`src/rtl/hamming_window_acc.sv`:
```
// Sums per-sample Hamming distance over a window of WIN valid samples.
// Define HAMM_ACC_SAT_EN to saturate the accumulator instead of wrapping.
module hamming_window_acc #(
  parameter int DIST_W = 3,
  parameter int WIN    = 8,
  parameter int SUM_W  = 6,
  parameter int THRESH = 12
) (
  input  logic              clk,
  input  logic              rst_n,
  input  logic              start,
  input  logic [DIST_W-1:0] dist_in,
  input  logic              dist_valid,
  output logic              busy,
  output logic              done,
  output logic [SUM_W-1:0]  sum_out,
  output logic              over_thresh
);

  localparam int CNT_W = $clog2(WIN);

  typedef enum logic [1:0] {
    IDLE,
    ACC,
    DONE
  } state_t;

  state_t           state, state_nxt;
  logic [SUM_W-1:0] acc, acc_nxt, acc_add;
  logic [CNT_W-1:0] cnt, cnt_nxt;
  logic [SUM_W:0]   sum_wide;
  logic             last;

  assign sum_wide = {1'b0, acc} + (SUM_W+1)'(dist_in);

`ifdef HAMM_ACC_SAT_EN
  assign acc_add = sum_wide[SUM_W] ? '1 : sum_wide[SUM_W-1:0];
`else
  assign acc_add = sum_wide[SUM_W-1:0];
`endif

  assign last = (state == ACC) && dist_valid
             && (cnt == CNT_W'(WIN - 1));

  assign busy = (state == ACC);
  assign done = (state == DONE);

  always_comb begin
    state_nxt = state;
    acc_nxt   = acc;
    cnt_nxt   = cnt;
    unique case (state)
      IDLE: begin
        if (start) begin
          state_nxt = ACC;
          acc_nxt   = '0;
          cnt_nxt   = '0;
        end
      end
      ACC: begin
        if (dist_valid) begin
          acc_nxt = acc_add;
          cnt_nxt = cnt + 1'b1;
          if (last) begin
            state_nxt = DONE;
            cnt_nxt   = '0;
          end
        end
      end
      DONE: begin
        acc_nxt = '0;
        cnt_nxt = '0;
        // back-to-back windows skip IDLE entirely
        state_nxt = start ? ACC : IDLE;
      end
      default: state_nxt = IDLE;
    endcase
  end

  always_ff @(posedge clk or negedge rst_n) begin
    if (!rst_n) begin
      state       <= IDLE;
      acc         <= '0;
      cnt         <= '0;
      sum_out     <= '0;
      over_thresh <= 1'b0;
    end else begin
      state <= state_nxt;
      acc   <= acc_nxt;
      cnt   <= cnt_nxt;
      if (last) begin
        sum_out     <= acc_add;
        over_thresh <= 32'(acc_add) > THRESH;
      end
    end
  end

endmodule

```
`config.mk`:
```
export PLATFORM = sky130hd
export DESIGN_NAME = hamming_window_acc
export DESIGN_NICKNAME = d
export VERILOG_FILES = /design/src/rtl/hamming_window_acc.sv
export SDC_FILE = /design/constraint.sdc
export NUM_CORES = 1
export LEC_CHECK = 0
export BUFFER_PORTS_ARGS = -buffer_cell sky130_fd_sc_hd__buf_2
export CORE_ASPECT_RATIO = 0.5
export CORE_MARGIN = 3
export CORE_UTILIZATION = 30
export DETAILED_ROUTE_END_ITERATION = 10
export PLACE_DENSITY_LB_ADDON = 0.25
export SKIP_LAST_GASP = 1
export SLEW_MARGIN = 20
export SYNTH_ARGS = -nofsm -noshare
export SYNTH_HDL_FRONTEND = slang
export SYNTH_SLANG_ARGS = --single-unit
```
`constraint.sdc`:
```
create_clock -name clk -period 1.95 [get_ports clk]
set_input_delay 0.195 -clock clk [delete_from_list [all_inputs] [get_ports clk]]
set_output_delay 0.195 -clock clk [all_outputs]
set_load 0.005 [all_outputs]
```
# == After elaboration in Yosys (flattened, before gate mapping) ==
# Cells that the tools add are included.
# op_classes
n_addsub,2
mul,0
div,0
order_cmp,1
eq_ne,6
shift,0
muxes,12
bitwise_logic,0
n_reduce_logical,6
# op_table
op,count
$pmux 6 s3,1
$mux 6,2
$mux 3,3
$pmux 3 s3,1
$add 6x3->6,1
$gt 6x4->1 const B,1
$mux 2,3
$pmux 2 s3,1
$reduce_and 3->1,2
$ne 2x2->1 const B,2
$add 3x1->3 const B,1
$eq 3x3->1 const B,1
$reduce_bool 3->1,1
$eq 2x1->1 const B,1
$eq 2x2->1 const B,1
$logic_and 1x1->1,2
$logic_not 2->1,1
$ne 2x1->1 const B,1
$mux 1,1
# word_totals
ff_bits,18
latch_bits,0
mem_bits_rw,0
rom_bits,0
in_bits,7
word_cells,32
mem_count,0

# == Depth between registers and ports, before layout ==
# Gate-level depths: netlist of run 1.
# depth
depth_word,6
mapped_depth,7
depth_no_buf,7

# == Worst setup path before layout of run 1 ==
# OpenSTA, ideal clock, no wires.
# synth_path
path_kind,flip-flop to flip-flop
from,reg acc[0]
to,reg over_thresh
setup_time_ps,88
t_arrival_ps,1553
t_required_ps,1862
setup_slack_ps,308
stages_incl_launch_ff,8
cell_sequence,dfrtp_1 > ha_1 > inv_1 > fa_1 > nor2b_1 > nor3_1 > mux2i_1 > a41oi_1
# synth_between
elab_chain_cells,2
# synth_lines
element,line_no,rtl
from (decl),29,"logic [SUM_W-1:0] acc, acc_nxt, acc_add;"
from (signal assigned),89,acc <= acc_nxt;
$add 6x3->6,34,"assign sum_wide = {1'b0, acc} + (SUM_W+1)'(dist_in);"
$gt 6x4->1,93,over_thresh <= 32'(acc_add) > THRESH;
to (signal assigned),93,
to (decl),17,output logic over_thresh
# Every way passes these cells.
# A chain may end at the register's enable or synchronous reset.

# == Worst setup path in the final report of run 1 ==
# Same ends and word-level chain as after synthesis.

==> flow_summary.ini, run 1 <==
[run_status]
status = finished clean

[sta]
clock_skew_ns = 0.003960
final_max_slew_viol_count = 0
tightest_slew_ns = 0.5529
finalCritPeriodShare_pct = 89.12
slew_headroom_pct = 63.14
finalSetupViolCount = 0
fin_tns_setup_ns = 0
rsz0062_at_grt = no
finalCriticalPeriod_ns = 1.738
clock.fmax_mhz = 575.4
hold_viol_final = 0

[setup_path]
worstPathCellList = ha_1 > inv_1 > fa_1 > nor2b_1 > nor3_1 > mux2i_1 > a41oi_1
rr_worst_depth = 7
critPathBufInv = 1
endpoint_kind = flip-flop
cp_slowest_cell = fa_1
cp_data_arrival_time_ns = 1.91
path_class = flip-flop to flip-flop
worstPathRequired_ns = 2.12
path_depth = 7
cp_max_fo = 3
startpoint_type = flip-flop
cpPeakStageDelay_ns = 0.43
cp_top_family = adder cells

[routing]
postRouteAntennaNets = 0
drt_iter0_markers = 58
finalWirelength_mm = 1.749
dr.pass1.iters = 4
vias = 693
vias_per_cell = 4.747
wl_per_cell_microns = 11.98
drc = 0

[clock_network]
clock_latency_ns = 0.25
cts_tree = yes
cts_setup_buffers = 0
htreeDepth = 1
cts_sinks = 18
clockBufferDepth = 2
root_buffer = clkbuf_8
cts_inserted_buffers = 3
clk_pin_slew_ns = 0.07

[die]
die_area_sq_um = 3713
fp.coreArea_sq_um = 2716
start_util_pct = 32.93
die_w_microns = 83.23
rows = 13
chipHeight_microns = 44.62
ios = 16

[layout]
drive_gt1_share_pct = 22.02
final_cell_mix = 18 x nand2_1, 18 x dfrtp_1, 15 x buf_2
fillers = 275
nNetsFinal = 123
fin_area_sq_um = 1084
multi_input_comb_area_sq_um = 412.9
diodes = 0
area_growth_pct = 21.12
area.sequential_sq_um = 450.4

[synth]
syn_inst = 90
seq_area_frac_synth_pct = 50.35
synthesis.area_sq_um = 894.6
synth-main-ff-cell = dfrtp_1
yosys_warnings = 0
ys_async_sr_fraction_pct = 100.0
syn_avg_cell_area_sq_um = 9.940
synth_fp_nets = 103
synth_edf_count = 0
ys_ff_latch = 18
yosysUniqueCellTypes = 28

[placed_design]
port-buffer-count = 15
place_congestion = 0.7268
dp_hpwl_mm = 1.347
place_area_sq_um = 1011

[min_path]
worst_hold_path_type = primary input to flip-flop
hold_depth = 2

[pwr]
comb_power_share_pct = 41.7
power_density_nw_per_um2 = 1500
leakage_nw = 0.5462
p_sw_mw = 0.6084
power.internal_mw = 1.017
swShare_pct = 37.44
finalPower_mw = 1.625
p_seq_share_pct = 39.6
clock_power_share_pct = 18.7
vdd_drop_max_uv = 476.3

[global_route]
overflow = 0
grt_pass1_vias = 632
grt_usage_pct = 10.58
grt_pass1_wl_mm = 2.980
antenna_found_initial = 0
grt_max_degree = 19

[flow_run]
cap_violations = 0
## area by class of cell
class | instances | share of cell area (%)
Timing Repair Buffer | 17 | 8.545
Multi-Input combinational cell | 63 | 38.11
Clock buffer | 4 | 5.081
Inverter | 7 | 2.425
Tap cell | 37 | 4.273
Sequential cell | 18 | 41.57
## Yosys cell counts, types with 2 or more instances
master	count	area [sq um]
xor2_1	3	26.28
a21oi_1	2	10.01
nor2_1	2	7.510
nor3_1	2	10.01
o21ai_0	12	60.06
ha_1	5	62.56
nand2_1	18	67.56
nor2b_1	3	18.77
dfrtp_1	18	450.4
inv_1	7	26.28
## logic make-up after synthesis
| family | Yosys count | share of synthesized area (%) |
|---|---|---|
| mux | 1 | 1.119 |
| xor+xnor | 4 | 3.917 |
| simple gates | 29 | 14.69 |
| fa+ha+maj | 6 | 9.231 |
| buf+inv | 9 | 4.336 |
| compound gates | 23 | 16.37 |
| flops | 18 | 50.35 |
## state kept, by name (all words and copies together), names as in the netlist
signal       cells
state            2
over_thresh      1
acc              6
sum_out          6
cnt              3
## power by group through the flow
stage	Clock, mW	Combinational (mW)	Sequential [mW]
final	0.304	0.678	0.643
after global routing	0.330	0.797	0.667
after CTS	0.310	0.677	0.644
after detailed placement	0	0.673	0.651
after global placement	0	0.666	0.645
after floorplan	0	0.481	0.637
## metal layers
layer	global-route usage (%)	vias up	wire length, microns
met3	4.089	2	75
met1	14.55	332	895
met4	1.954	0	17
li1	-	345	-
met5	0	-	0
met2	16.08	14	761
## metrics by stage
stage	util (%)	setup WS, ns	hold slack, ns	std cells
2_1_floorplan	-	0.3082	-0.1006	90
3_3_place_gp	37.22	0.2107	0.1521	141
3_5_place_dp	37.22	0.1915	0.1481	141
4_1_cts	39.61	0.1714	0.1693	146
5_1_grt	39.89	0.06228	0.1743	146
6_report	39.89	0.2122	0.1721	146
## final timing paths
| kind | startpoint | end | slack (ns) |
|---|---|---|---|
| min reg2reg | sum_out[3] | sum_out[3] | 0.47 |
| min | start | state[0] | 0.17 |
| max reg2reg | acc[0] | over_thresh | 0.21 |
| max in group asynchronous | rst_n | cnt[0] | 1.26 |
| min in group asynchronous | rst_n | sum_out[3] | 0.40 |
| max | acc[0] | over_thresh | 0.21 |
## timing repair
action                                  in CTS  in global routing
hold endpoints to repair                    18                  0
endpoints found under the setup margin       0                  1
hold buffers                                 1                  0
gates resized for setup                      0                  1
Power figures use the tool's default switching activity.
==> run 2, diff against run 1 <==
Clock period 1.95 ns to 2.2 ns, I/O delays scaled along.
==> run 2 against run 1 <==
Compared with the run above:
- combinational power is 13% lower
- clock power down 25%
- critical path type unchanged
- worst setup slack better by 0.23 ns
- non-clock buffer count shrank 1
- final area is 2.7% lower
- clock skew down 0.00066 ns
- global-route usage up 0.36 points
- die area unchanged
- utilization is 1.1 points lower
- hold slack better by 0.019 ns
==> flow_summary.ini, run 2 (synthesis gave the netlist of run 1 again) <==
[clock_network]
clock_latency_ns = 0.25
cts_tree = yes
cts_inserted_buffers = 3
root_buffer = clkbuf_8
clockBufferDepth = 2
clk_pin_slew_ns = 0.07
cts_sinks = 18
cts_resized = 0
holdBufCountCts = 1
htreeDepth = 1
cts_setup_buffers = 0

[layout]
final_cell_mix = 18 x nand2_1, 18 x dfrtp_1, 15 x buf_2
area_growth_pct = 17.90
drive_gt1_share_pct = 19.63
nNetsFinal = 122
diodes = 0
final_cells = 144
largest_registers = acc: 6 flops, sum_out: 6 flops, cnt: 3 flops

[routing]
dr.pass1.iters = 4
postRouteAntennaNets = 0
drc = 0
vias = 674
drt_iter0_markers = 24
finalWirelength_mm = 1.760
wl_per_cell_microns = 12.22
vias_per_cell = 4.681

[setup_path]
endpoint_kind = flip-flop
cp_max_fo = 4
startpoint_type = flip-flop
path_class = flip-flop to flip-flop
worstPathRequired_ns = 2.32
cp_data_arrival_time_ns = 1.88

[sta]
finalCritPeriodShare_pct = 79.88
rsz0062_at_grt = no
hold_viol_final = 0
finalCriticalPeriod_ns = 1.757
final_max_slew_viol_count = 0
clock_skew_ns = 0.003296
tightest_slew_ns = 0.5355
hold_ws_ns = 0.1910
fin_tns_setup_ns = 0
clock.fmax_mhz = 569.0
finalSetupViolCount = 0
slew_headroom_pct = 64.30

[global_route]
grt_max_degree = 19
antenna_found_initial = 0
grt_pass1_wl_mm = 3.091
grt_usage_pct = 10.94
overflow = 0
grt_pass1_vias = 670

[run_status]
status = finished clean

[pwr]
power_density_nw_per_um2 = 1311
p_seq_share_pct = 41.1
clock_power_share_pct = 16.4
comb_power_share_pct = 42.5
leakage_nw = 0.5333
vdd_drop_max_uv = 272.1
swShare_pct = 38.17
p_sw_mw = 0.5279
power.internal_mw = 0.8553

[placed_design]
port-buffer-count = 15
place_congestion = 0.7390
dp_hpwl_mm = 1.355
placedCellCount = 140

[die]
die_area_sq_um = 3713
ios = 16
chipHeight_microns = 44.62
fp.coreArea_sq_um = 2716
start_util_pct = 32.93
die_w_microns = 83.23
rows = 13

[min_path]
worst_hold_path_type = primary input to flip-flop

[flow_run]
cap_violations = 0
==> run 2: changes by cell type in the layout (fill, tap and decap cells not counted), sizes merged <==
cell / change
buf: -1
clkbuf: -1
==> run 2: per-stage QoR <==
stage               worst slack [ns]  utilization (%)  area [sq um]  power, mW
global route                  0.2454            38.83          1055      1.526
detailed placement            0.4248            36.94          1003      1.173
finish                        0.4426            38.83          1055      1.383
global placement              0.4820            36.94          1003      1.160
floorplan                     0.5582                -         894.6     0.9906
CTS                           0.4170            38.83          1055      1.403
==> run 2: layer usage <==
metal	vias up	GRT usage (%)	wire length, microns
met5	-	0	0
met4	0	3.909	19
met2	13	17.52	753
met3	2	4.461	97
met1	315	13.61	890
li1	344	-	-
==> run 2: layout make-up <==
type | instances | area [sq um]
fillers | 283 | 1662
flip-flops and latches | 18 | 450.4
multi-input cells | 63 | 405.4
repair buffers | 16 | 85.08
well taps | 37 | 46.29
clock buffers | 3 | 41.29
inverters | 7 | 26.28
==> run 2: worst paths after layout <==
check                            from           to  slack (ns)  cells after the start
hold / removal                  start     state[0]        0.19                      2
setup / recovery               acc[0]  over_thresh        0.44                      7
max in group asynchronous       rst_n       acc[5]        1.49                      2
hold reg to reg            sum_out[3]   sum_out[3]        0.47                      2
min in group asynchronous       rst_n   sum_out[3]        0.42                      2
setup reg to reg               acc[0]  over_thresh        0.44                      7
==> run 2: worst max-delay path, cell delays in order, from the launching register on <==
cell     delay (ns)
dfrtp_1        0.35
ha_1           0.16
inv_1          0.05
fa_1           0.39
xor2_1         0.31
nor3_1         0.09
mux2i_1        0.15
a41oi_1        0.13
==> run 2: power groups by stage <==
stage | logic [mW] | registers (mW) | clock network [mW]
2_1_floorplan | 0.426 | 0.564 | 0
3_3_place_gp | 0.591 | 0.569 | 0
4_1_cts | 0.599 | 0.571 | 0.232
3_5_place_dp | 0.600 | 0.573 | 0
6_report | 0.588 | 0.568 | 0.227
5_1_grt | 0.687 | 0.590 | 0.249
==> run 3, diff against run 2 <==
Settings changed: ABC_AREA set to 1.
Clock period 2.2 ns to 1.7 ns, I/O delays scaled along.
==> run 3 against run 2 <==
Compared with the run above:
- cell count up 22%
- final area increased by 12%
- routed wire length rose by 11%
- clock power is 55% higher
- worst setup slack worse by 0.37 ns
- register-to-register slack worse by 0.37 ns
- global-route usage grew 0.61 points
- highest routed layer unchanged
- largest cell class unchanged
- synthesized cell count up 28%
==> flow_summary.ini, run 3 <==
[die]
die_area_sq_um = 3950
die_w_microns = 85.94
ios = 16
chipHeight_microns = 45.97
start_util_pct = 34.06
fp.coreArea_sq_um = 2814
rows = 13

[sta]
rsz0062_at_grt = yes
clock.fmax_mhz = 613.1
finalSetupViolCount = 0
hold_viol_final = 0
final_max_slew_viol_count = 0
fin_tns_setup_ns = 0
clock_skew_ns = 0.001966
finalCritPeriodShare_pct = 95.95
tightest_slew_ns = 0.4112
slew_headroom_pct = 72.59
finalCriticalPeriod_ns = 1.631

[clock_network]
htreeDepth = 1
clk_pin_slew_ns = 0.07
root_buffer = clkbuf_8
clockBufferDepth = 2
clock_latency_ns = 0.26
cts_tree = yes
cts_inserted_buffers = 3
cts_sinks = 18

[placed_design]
port-buffer-count = 15
dp_hpwl_mm = 1.508
place_congestion = 0.8237

[routing]
dr.pass1.iters = 4
drt_iter0_markers = 41
finalWirelength_mm = 1.950
drc = 0
postRouteAntennaNets = 0
vias_per_cell = 4.557
wl_per_cell_microns = 11.08
vias = 802

[global_route]
grt_usage_pct = 11.54
grt_max_degree = 19
antenna_found_initial = 0
grt_pass1_wl_mm = 3.305
overflow = 0
grt_pass1_vias = 705

[setup_path]
cp_data_arrival_time_ns = 1.79
cp_max_fo = 2
r2r_start = acc[0]
worstPathCellList = ha_2 > inv_1 > fa_2 > inv_1 > nor2_1 > nor2_1 > nand3_1 > nand3_1 > nand2_1 > inv_1
path_class = flip-flop to flip-flop
startpoint_type = flip-flop
cp-startpoint = acc[0]
cpPeakStageDelay_ns = 0.52
cp_slowest_cell = fa_2
endpoint_kind = flip-flop
worstPathRequired_ns = 1.86
path_common_cell = inv_1

[synth]
synth_edf_count = 0
synth_area_leader_cell = dfrtp_1
syn_avg_cell_area_sq_um = 8.334
yosysUniqueCellTypes = 17
synth-main-ff-cell = dfrtp_1
synth_fp_nets = 128
syn_inst = 115
ys_ff_latch = 18
ys_async_sr_fraction_pct = 100.0
yosysMostFrequentCell = nand2_1
yosys_warnings = 0
ys_top_cells_by_count = 32 x nand2_1, 18 x dfrtp_1, 15 x inv_1, 13 x nand3_1, 9 x o21ai_0
synth_top_area_share_pct = 47.00
synthesis.area_sq_um = 958.4
synth.area.top_cells = dfrtp_1 47%, nand2_1 13%, nand3_1 6.8%, ha_1 6.5%, inv_1 5.9%
seq_area_frac_synth_pct = 47.00

[layout]
nNetsFinal = 153
final_util_pct = 41.89
final_cell_mix = 31 x nand2_1, 18 x dfrtp_1, 15 x inv_1, 15 x buf_2, 13 x nand3_1
diodes = 0
area_growth_pct = 22.98
largest_registers = acc: 6 flops, sum_out: 6 flops, cnt: 3 flops
layout_commonest_cell = nand2_1
fillers = 291
drive_gt1_share_pct = 25.90

[pwr]
leakage_nw = 0.6513
finalPower_mw = 1.954
power_density_nw_per_um2 = 1658
vdd_drop_max_uv = 453.8

[min_path]
hp-start = start
worst_hold_path_type = primary input to flip-flop

[run_status]
status = finished clean

[flow_run]
cap_violations = 0
[run 3: cell count changes after synthesis, moves of 3 or more]
| cell | delta |
|---|---|
| nand2_1 | +14 |
| nand3_1 | +13 |
| inv_1 | +8 |
| nor2_1 | +5 |
| inv_2 | +3 |
| nor2b_1 | -3 |
| o21ai_0 | -3 |
| xor2_1 | -3 |
[run 3: final timing paths]
path                          endpoint  slack, ns  depth (start not counted)
setup / recovery           over_thresh       0.07                         10
hold / removal                state[0]       0.14                          3
setup reg to reg           over_thresh       0.07                         10
hold reg to reg             sum_out[3]       0.48                          2
max in group asynchronous       cnt[2]       1.04                          2
min in group asynchronous   sum_out[2]       0.37                          2
[run 3: power breakdown]
part           leakage, nW  switching, mW  internal [mW]
Combinational        0.394          0.509          0.385
Clock               0.0288          0.145          0.206
Sequential           0.229          0.104          0.605
Total                0.651          0.759           1.20
[run 3: metrics by stage]
stage / setup WS, ns / cells / hold slack (ns) / cell area, sq um
2_1_floorplan: 0.1416 / 115 / -0.1256 / 958.4
3_3_place_gp: 0.07144 / 170 / 0.1219 / 1099
3_5_place_dp: 0.01892 / 170 / 0.1290 / 1099
4_1_cts: 0.01202 / 175 / 0.1343 / 1164
5_1_grt: -0.01124 / 176 / 0.1548 / 1179
6_report: 0.06887 / 176 / 0.1367 / 1179
[run 3: critical path, delay by kind of cell, from the launching register on]
kind                       cells  cell delay [ns]
buffers and inverters          3             0.13
DFF                            1             0.36
and+or+nand+nor                5             0.35
adders and majority gates      2             0.70
[run 3: timing repair]
item                                   in CTS  in global routing
hold buffers                                1                  0
buffers inserted                            0                  1
setup endpoints to repair                   0                  3
endpoints found under the hold margin      18                  0
resized for setup                           0                  3
[run 3: area by class of cell]
type	instances	area (sq um)	area share, %
well taps	37	46.29	3.928
clock buffers	4	55.05	4.671
multi-input cells	77	430.4	36.52
repair buffers	21	122.6	10.40
inverters	19	73.82	6.263
flip-flops and latches	18	450.4	38.22
[run 3: kinds of logic (layout without fill, tap and decap cells)]
family / after synthesis / count (layout) / synth area share (%)
adders and majority gates: 6 / 6 / 8.616
buffers and inverters: 20 / 44 / 8.877
DFF: 18 / 18 / 47.00
and+or+nand+nor: 57 / 57 / 27.42
AOI/OAI and AO/OA: 14 / 14 / 8.092
[run 3: layer usage]
layer / wire length (microns) / vias to the layer above / GRT usage (%)
met1: 1026 / 371 / 16.25
met2: 786 / 16 / 16.08
met4: 19 / 0 / 3.785
li1: - / 413 / -
met3: 118 / 2 / 4.513
met5: 0 / - / 0
